[src/rtl/cpu_loader.sv]
// Host-side load/run/readback sequencer for the cpu memory backdoor ports.
// Define CPU_LOADER_READBACK_EN to build the data-memory readback (DUMP) path.
module cpu_loader #(
    parameter int CNT_W = 16,
    parameter int RUN_W = 32
) (
    input  logic             clk,
    input  logic             rst,
    input  logic             start,
    input  logic [CNT_W-1:0] imem_words,
    input  logic [CNT_W-1:0] dmem_words,
    input  logic [RUN_W-1:0] run_cycles,
    input  logic             s_valid,
    output logic             s_ready,
    input  logic [63:0]      s_data,
    output logic [63:0]      addr_ext,
    output logic             wen_ext,
    output logic             ren_ext,
    output logic [31:0]      wdata_ext,
    input  logic [31:0]      rdata_ext,
    output logic [63:0]      addr_ext_2,
    output logic             wen_ext_2,
    output logic             ren_ext_2,
    output logic [63:0]      wdata_ext_2,
    input  logic [63:0]      rdata_ext_2,
    output logic             cpu_enable,
    output logic             m_valid,
    input  logic             m_ready,
    output logic [63:0]      m_data,
    output logic             busy,
    output logic             done
);

    typedef enum logic [3:0] {
        IDLE, LOAD_I, LOAD_D, SETTLE, RUN, DUMP_RD, DUMP_CAP, DUMP_OUT, DONE
    } state_t;

    state_t           r_state;
    logic [CNT_W-1:0] r_k;
    logic [CNT_W-1:0] r_imem_n;
    logic [CNT_W-1:0] r_dmem_n;
    logic [RUN_W-1:0] r_run_n;
    logic [RUN_W-1:0] r_run_cnt;
    logic             r_s_ready;
    logic             r_wen;
    logic [63:0]      r_addr;
    logic [31:0]      r_wdata;
    logic             r_wen2;
    logic [63:0]      r_addr2;
    logic [63:0]      r_wdata2;
    logic             r_cpu_en;
    logic             r_busy;
    logic             r_done;

    logic             w_hs;
    logic [CNT_W-1:0] w_k_inc;
    logic             w_last_i;
    logic             w_last_d;
    logic [63:0]      w_addr_i;
    logic [63:0]      w_addr_d;

    // k+1 never overflows CNT_W because k < count while a phase is active
    assign w_hs     = s_valid & r_s_ready;
    assign w_k_inc  = r_k + CNT_W'(1);
    assign w_last_i = (w_k_inc == r_imem_n);
    assign w_last_d = (w_k_inc == r_dmem_n);
    assign w_addr_i = 64'(r_k) << 2;
    assign w_addr_d = 64'(r_k) << 3;

`ifdef CPU_LOADER_READBACK_EN
    logic        r_ren2;
    logic        r_m_valid;
    logic [63:0] r_m_data;
    logic [63:0] w_addr_d_next;
    logic        w_unused;

    assign w_addr_d_next = 64'(w_k_inc) << 3;
    assign w_unused      = ^rdata_ext;
`else
    logic w_unused;

    assign w_unused = ^{rdata_ext, rdata_ext_2, m_ready};
`endif

    always_ff @(posedge clk) begin
        if (rst) begin
            r_state   <= IDLE;
            r_k       <= '0;
            r_imem_n  <= '0;
            r_dmem_n  <= '0;
            r_run_n   <= '0;
            r_run_cnt <= '0;
            r_s_ready <= 1'b0;
            r_wen     <= 1'b0;
            r_addr    <= '0;
            r_wdata   <= '0;
            r_wen2    <= 1'b0;
            r_addr2   <= '0;
            r_wdata2  <= '0;
            r_cpu_en  <= 1'b0;
            r_busy    <= 1'b0;
            r_done    <= 1'b0;
`ifdef CPU_LOADER_READBACK_EN
            r_ren2    <= 1'b0;
            r_m_valid <= 1'b0;
            r_m_data  <= '0;
`endif
        end else begin
            // Memory strobes are single-cycle pulses unless re-armed below
            r_wen  <= 1'b0;
            r_wen2 <= 1'b0;
`ifdef CPU_LOADER_READBACK_EN
            r_ren2 <= 1'b0;
`endif
            case (r_state)
                IDLE, DONE: begin
                    if (start) begin
                        r_imem_n <= imem_words;
                        r_dmem_n <= dmem_words;
                        r_run_n  <= run_cycles;
                        r_k      <= '0;
                        r_done   <= 1'b0;
                        r_busy   <= 1'b1;
                        if (imem_words != '0) begin
                            r_state   <= LOAD_I;
                            r_s_ready <= 1'b1;
                        end else if (dmem_words != '0) begin
                            r_state   <= LOAD_D;
                            r_s_ready <= 1'b1;
                        end else begin
                            r_state <= SETTLE;
                        end
                    end
                end
                LOAD_I: begin
                    if (w_hs) begin
                        r_wen   <= 1'b1;
                        r_addr  <= w_addr_i;
                        r_wdata <= s_data[31:0];
                        if (w_last_i) begin
                            r_k <= '0;
                            if (r_dmem_n != '0) begin
                                r_state <= LOAD_D;
                            end else begin
                                r_state   <= SETTLE;
                                r_s_ready <= 1'b0;
                            end
                        end else begin
                            r_k <= w_k_inc;
                        end
                    end
                end
                LOAD_D: begin
                    if (w_hs) begin
                        r_wen2   <= 1'b1;
                        r_addr2  <= w_addr_d;
                        r_wdata2 <= s_data;
                        if (w_last_d) begin
                            r_k       <= '0;
                            r_state   <= SETTLE;
                            r_s_ready <= 1'b0;
                        end else begin
                            r_k <= w_k_inc;
                        end
                    end
                end
                SETTLE: begin
                    if (r_run_n != '0) begin
                        r_state   <= RUN;
                        r_cpu_en  <= 1'b1;
                        r_run_cnt <= r_run_n;
                    end else
`ifdef CPU_LOADER_READBACK_EN
                    if (r_dmem_n != '0) begin
                        r_state <= DUMP_RD;
                        r_ren2  <= 1'b1;
                        r_addr2 <= '0;
                    end else
`endif
                    begin
                        r_state <= DONE;
                        r_busy  <= 1'b0;
                        r_done  <= 1'b1;
                    end
                end
                RUN: begin
                    if (r_run_cnt == RUN_W'(1)) begin
                        r_cpu_en <= 1'b0;
                        r_k      <= '0;
`ifdef CPU_LOADER_READBACK_EN
                        if (r_dmem_n != '0) begin
                            r_state <= DUMP_RD;
                            r_ren2  <= 1'b1;
                            r_addr2 <= '0;
                        end else
`endif
                        begin
                            r_state <= DONE;
                            r_busy  <= 1'b0;
                            r_done  <= 1'b1;
                        end
                    end else begin
                        r_run_cnt <= r_run_cnt - RUN_W'(1);
                    end
                end
`ifdef CPU_LOADER_READBACK_EN
                DUMP_RD: begin
                    r_state <= DUMP_CAP;
                end
                DUMP_CAP: begin
                    r_m_data  <= rdata_ext_2;
                    r_m_valid <= 1'b1;
                    r_state   <= DUMP_OUT;
                end
                DUMP_OUT: begin
                    if (m_ready) begin
                        r_m_valid <= 1'b0;
                        if (w_last_d) begin
                            r_k     <= '0;
                            r_state <= DONE;
                            r_busy  <= 1'b0;
                            r_done  <= 1'b1;
                        end else begin
                            r_k     <= w_k_inc;
                            r_state <= DUMP_RD;
                            r_ren2  <= 1'b1;
                            r_addr2 <= w_addr_d_next;
                        end
                    end
                end
`endif
                default: begin
                    r_state   <= IDLE;
                    r_s_ready <= 1'b0;
                    r_cpu_en  <= 1'b0;
                    r_busy    <= 1'b0;
                end
            endcase
        end
    end

    assign s_ready     = r_s_ready;
    assign addr_ext    = r_addr;
    assign wen_ext     = r_wen;
    assign ren_ext     = 1'b0;
    assign wdata_ext   = r_wdata;
    assign addr_ext_2  = r_addr2;
    assign wen_ext_2   = r_wen2;
    assign wdata_ext_2 = r_wdata2;
    assign cpu_enable  = r_cpu_en;
    assign busy        = r_busy;
    assign done        = r_done;

`ifdef CPU_LOADER_READBACK_EN
    assign ren_ext_2 = r_ren2;
    assign m_valid   = r_m_valid;
    assign m_data    = r_m_data;
`else
    assign ren_ext_2 = 1'b0;
    assign m_valid   = 1'b0;
    assign m_data    = '0;
`endif

endmodule

[config.mk]
export PLATFORM = sky130hd
export DESIGN_NAME = cpu_loader
export DESIGN_NICKNAME = d
export VERILOG_FILES = /design/src/rtl/cpu_loader.sv
export SDC_FILE = /design/constraint.sdc
export NUM_CORES = 1
export LEC_CHECK = 0
export ABC_AREA = 1
export CORE_AREA = 2 2 203 205
export CTS_BUF_LIST = sky130_fd_sc_hd__clkbuf_4 sky130_fd_sc_hd__clkbuf_8
export CTS_CLUSTER_SIZE = 16
export DETAILED_ROUTE_END_ITERATION = 8
export DIE_AREA = 0 0 205 207
export PLACE_DENSITY = 0.72
export SYNTH_ARGS = -nofsm -noshare
export SYNTH_HDL_FRONTEND = slang
export SYNTH_SLANG_ARGS = --single-unit
[constraint.sdc]
create_clock -name clk -period 2.83 [get_ports clk]
set_input_delay 0.566 -clock clk [delete_from_list [all_inputs] [get_ports clk]]
set_output_delay 0.566 -clock clk [all_outputs]
set_load 0.05 [all_outputs]
==> results.md, run 1 <==
- Register-to-Register Path Depth: 9
- RSZ-0062 raised after global routing: no
- Drt pass-1 iters: 6
- Mapped Cells: 1732
- Int Pwr: 7.20 mW
- Hold path depth: 2
- Power Density: roughly 740 mW/mm^2
- Global-route wire length before repair: 58900 um
- Hpwl dp: between 20000 and 30000 um
- Most frequent cells after synthesis: 364 x nand2_1, 254 x a21oi_1, 250 x dfxtp_1
- FP Rows: 74
- CTS H-Tree Depth: 2
- Area of the core: a little over 0.04 mm^2
- Hold Path End: wen_ext
- Antenna violations before repair: 0
- Synth warn: 0
- Via-to-Cell Ratio: 4.72
- CTS-repair resized insts: 0
- Synthesized cell area: 0.0123 mm^2
- TNS Setup: 0 ns
- Clk_skew: 0.0251 ns
- CTS Buf Count: 46
- Top area cells in the synthesized netlist: dfxtp_1 41%, nand2_1 11%, a21oi_1 10%
- Avg Cell Area, Syn: 7.11 um^2
- Routed Antenna Nets: 0
- Share of layout cells above drive strength 1: between 7 and 8%
- Final WL: 38300 um
- Pwr Total: 11.8 mW
- DR DRC count: 0
- Outcome: finished, final reports clean
- Crit. End Element: flip-flop
- Cts hold-fix bufs: 0
- CTS tree: built
- Diodes inserted: 0
- Most common cell on crit path: nand2_1
- Max frequency: roughly 0.41 GHz
- I/O pin cnt: 526
- Clock root buffer master: clkbuf_8
- Crit start category: flip-flop
- Port bufs: about 270
- Sequential area share after synthesis: 40.7%
- Clk sinks: 250
- Count leader, synth: nand2_1
- RR Startpoint: r_run_cnt[28]
- Reg-to-reg endpoint: r_k[0]
- Critical path data arrival time: 2.92 ns
- Netlist cell types: 38
- Placed instance area: 0.0149 mm^2
- Slew of the pin with the lowest slew margin: 0.789 ns
- Post-synth EDFFs: 0
- Cell taking the most area after synthesis: dfxtp_1
- Post-layout nets: 2202
- Worst VDD drop: about 0.31 mV
- Start point of the worst hold path: rst
- GRT Total Usage: around 17%
- FF+latch count, synth: between 200 and 300
- CP cell instances: or2_1 -> nor4_1 -> nand2_1 -> o21ai_2 -> nand2_2 -> a21oi_2 -> nand2_1 -> o21ai_0 -> nor2_1
- Period utilization: 86.3%
- Max Root-Sink Buffers: 3
- Finished Cell Area: 0.0159 mm^2
- Net switching share of the total power: 38.9%
- Die Y: 207 um
- Initial Util: between 30 and 40%
- Crit Path Max Fanout: 16
- Max stage delay on crit path: ~0.39 ns
- Max-cap violations: 0
- Switch Pwr: 4.59 mW
- Final setup fails: 0
- HP Class: in2reg
- Yosys top cell area share: between 40 and 50%
- Final Util: 39.3%
- Rel. slew slack: 47.4%
- Clock power frac: 31.4%
- Reg power frac: 34.6%
- P_leak: approximately 6.0 nW
- Die area: 0.0424 mm^2
- Die Wd: 205 um
- FFs w/ async S/R, synth: 0%
- Post-CTS setup buffers: 0
- Clk slew on worst S/H paths: 0.06 ns
- Slowest cell on crit path: nor4_1
- Top_reg_cell synth: dfxtp_1
- GPL Wtd Cong: 0.862
- Starting DRT DRC Count: roughly 990
- Required @ worst endpoint: roughly 3.3 ns
- Fin. Hold Viols: 0
- Largest net degree at the start of global routing: 84
- Crit path kind: reg2reg
- GRT overflow: 0
- Worst-Skew Late Latency: ~0.6 ns
- Average wire per standard cell: roughly 15 um
- Area Overhead vs Synth: 29.0%
- Min Clock Period, post-route: about 2.4 ns
- Via count: 12000
- Combinational share of power: roughly a third
- Max Slew Vio Count: 0
- Vias in the first global route: about 11000
- Reg2reg setup slack: 0.39 ns
==> area by class of cell <==
class | count | area, um^2
fill | 4131 | 24500
multi-input combinational | 1286 | 5950
sequential | 250 | 5000
timing repair buffer | 296 | 2940
clock buffer | 70 | 857
tap | 532 | 666
inverter | 90 | 340
clock inverter | 12 | 126
==> power by group through the flow <==
stage	combinational [mW]	clock, mW	sequential [mW]
6_report	4.00	3.71	4.08
4_1_cts	4.00	3.84	4.08
5_1_grt	4.39	4.02	4.12
3_5_place_dp	3.99	0	4.15
3_3_place_gp	3.94	0	4.14
2_1_floorplan	2.95	0	4.28
==> critical path: cells and delay by family, from the launching register on <==
family | cells | cell delay (ns)
compound gates | 3 | 0.69
flops | 1 | 0.34
simple gates | 6 | 1.30
==> per-layer routing <==
layer  track usage [%]  up-vias  wire length (um)
li1                  -     5923                 -
met1              20.7     5511             15600
met2              30.4      455             19300
met3              3.41       84              2280
met4              7.17        0              1150
met5                 0        -                 0
==> worst max-delay path by stage <==
| stage | from | end | slack [ns] |
|---|---|---|---|
| after detailed placement | r_k[6] | r_k[11] | 0.33 |
| after CTS | r_k[6] | r_k[11] | 0.31 |
| after floorplan | r_run_cnt[0] | r_run_cnt[30] | 0.78 |
| after global routing | r_k[6] | r_k[0] | 0.08 |
| after global placement | r_k[6] | r_k[8] | 0.33 |
| final | r_run_cnt[28] | r_k[0] | 0.39 |
==> sequential cells by signal (all words and copies together), names as in the netlist, 4 cells and up <==
register     count
addr_ext        16
addr_ext_2      16
r_dmem_n        16
r_imem_n        16
r_k             16
r_run_cnt       32
r_run_n         32
r_state          4
wdata_ext       32
wdata_ext_2     64
==> logic make-up (layout without fill, tap and decap cells) <==
group	count (synthesis)	after routing	synth area share (%)
other cells	1	163	0.0305
simple gates	741	741	26.5
flops	250	250	40.7
buf+inv	358	468	16.1
fa+ha+maj	3	3	0.305
compound gates	359	359	15.0
xor+xnor	20	20	1.42
==> per-stage QoR <==
stage | std cells | hold WS [ns] | setup slack [ns]
floorplan | 1894 | 0.439 | 0.778
global placement | 2454 | 0.448 | 0.330
detailed placement | 2454 | 0.452 | 0.335
CTS | 2536 | 0.258 | 0.312
global route | 2536 | 0.273 | 0.0766
finish | 2536 | 0.321 | 0.388
==> cells in the final DEF (no fill, tap or decap), types with 2 or more instances in the layout <==
cell               n
conb_1           163
nand3b_1           2
buf_4             27
o21ai_0           85
nand3_1          218
xor2_1            10
o21ai_2            2
nor2_4             2
bufinv_16          2
clkbuf_8          53
nand4_1           16
dfxtp_1          250
clkbuf_4          17
inv_1             89
nor3_1             9
buf_12             4
nand2_2            9
clkinvlp_4         5
a21oi_1          254
nor4_1            25
ha_1               3
or2_2              5
clkinv_2           4
nand2_1          361
nor2_1            84
xnor2_1           10
o211ai_1           4
nor3_2             2
a21oi_2            2
a31oi_1            4
clkdlybuf4s50_1  264
a211oi_1           2
nor2_2             4
(Power assumes the default switching activity.)
==> run 2: changes to the inputs <==
--- a/config.mk
+++ b/config.mk
@@ -12,6 +12,7 @@
 export DETAILED_ROUTE_END_ITERATION = 8
 export DIE_AREA = 0 0 205 207
 export PLACE_DENSITY = 0.72
+export SKIP_LAST_GASP = 1
 export SYNTH_ARGS = -nofsm -noshare
 export SYNTH_HDL_FRONTEND = slang
 export SYNTH_SLANG_ARGS = --single-unit
==> results of run 2 <==
Final layout, timing and power as in run 1 (identical DEF).
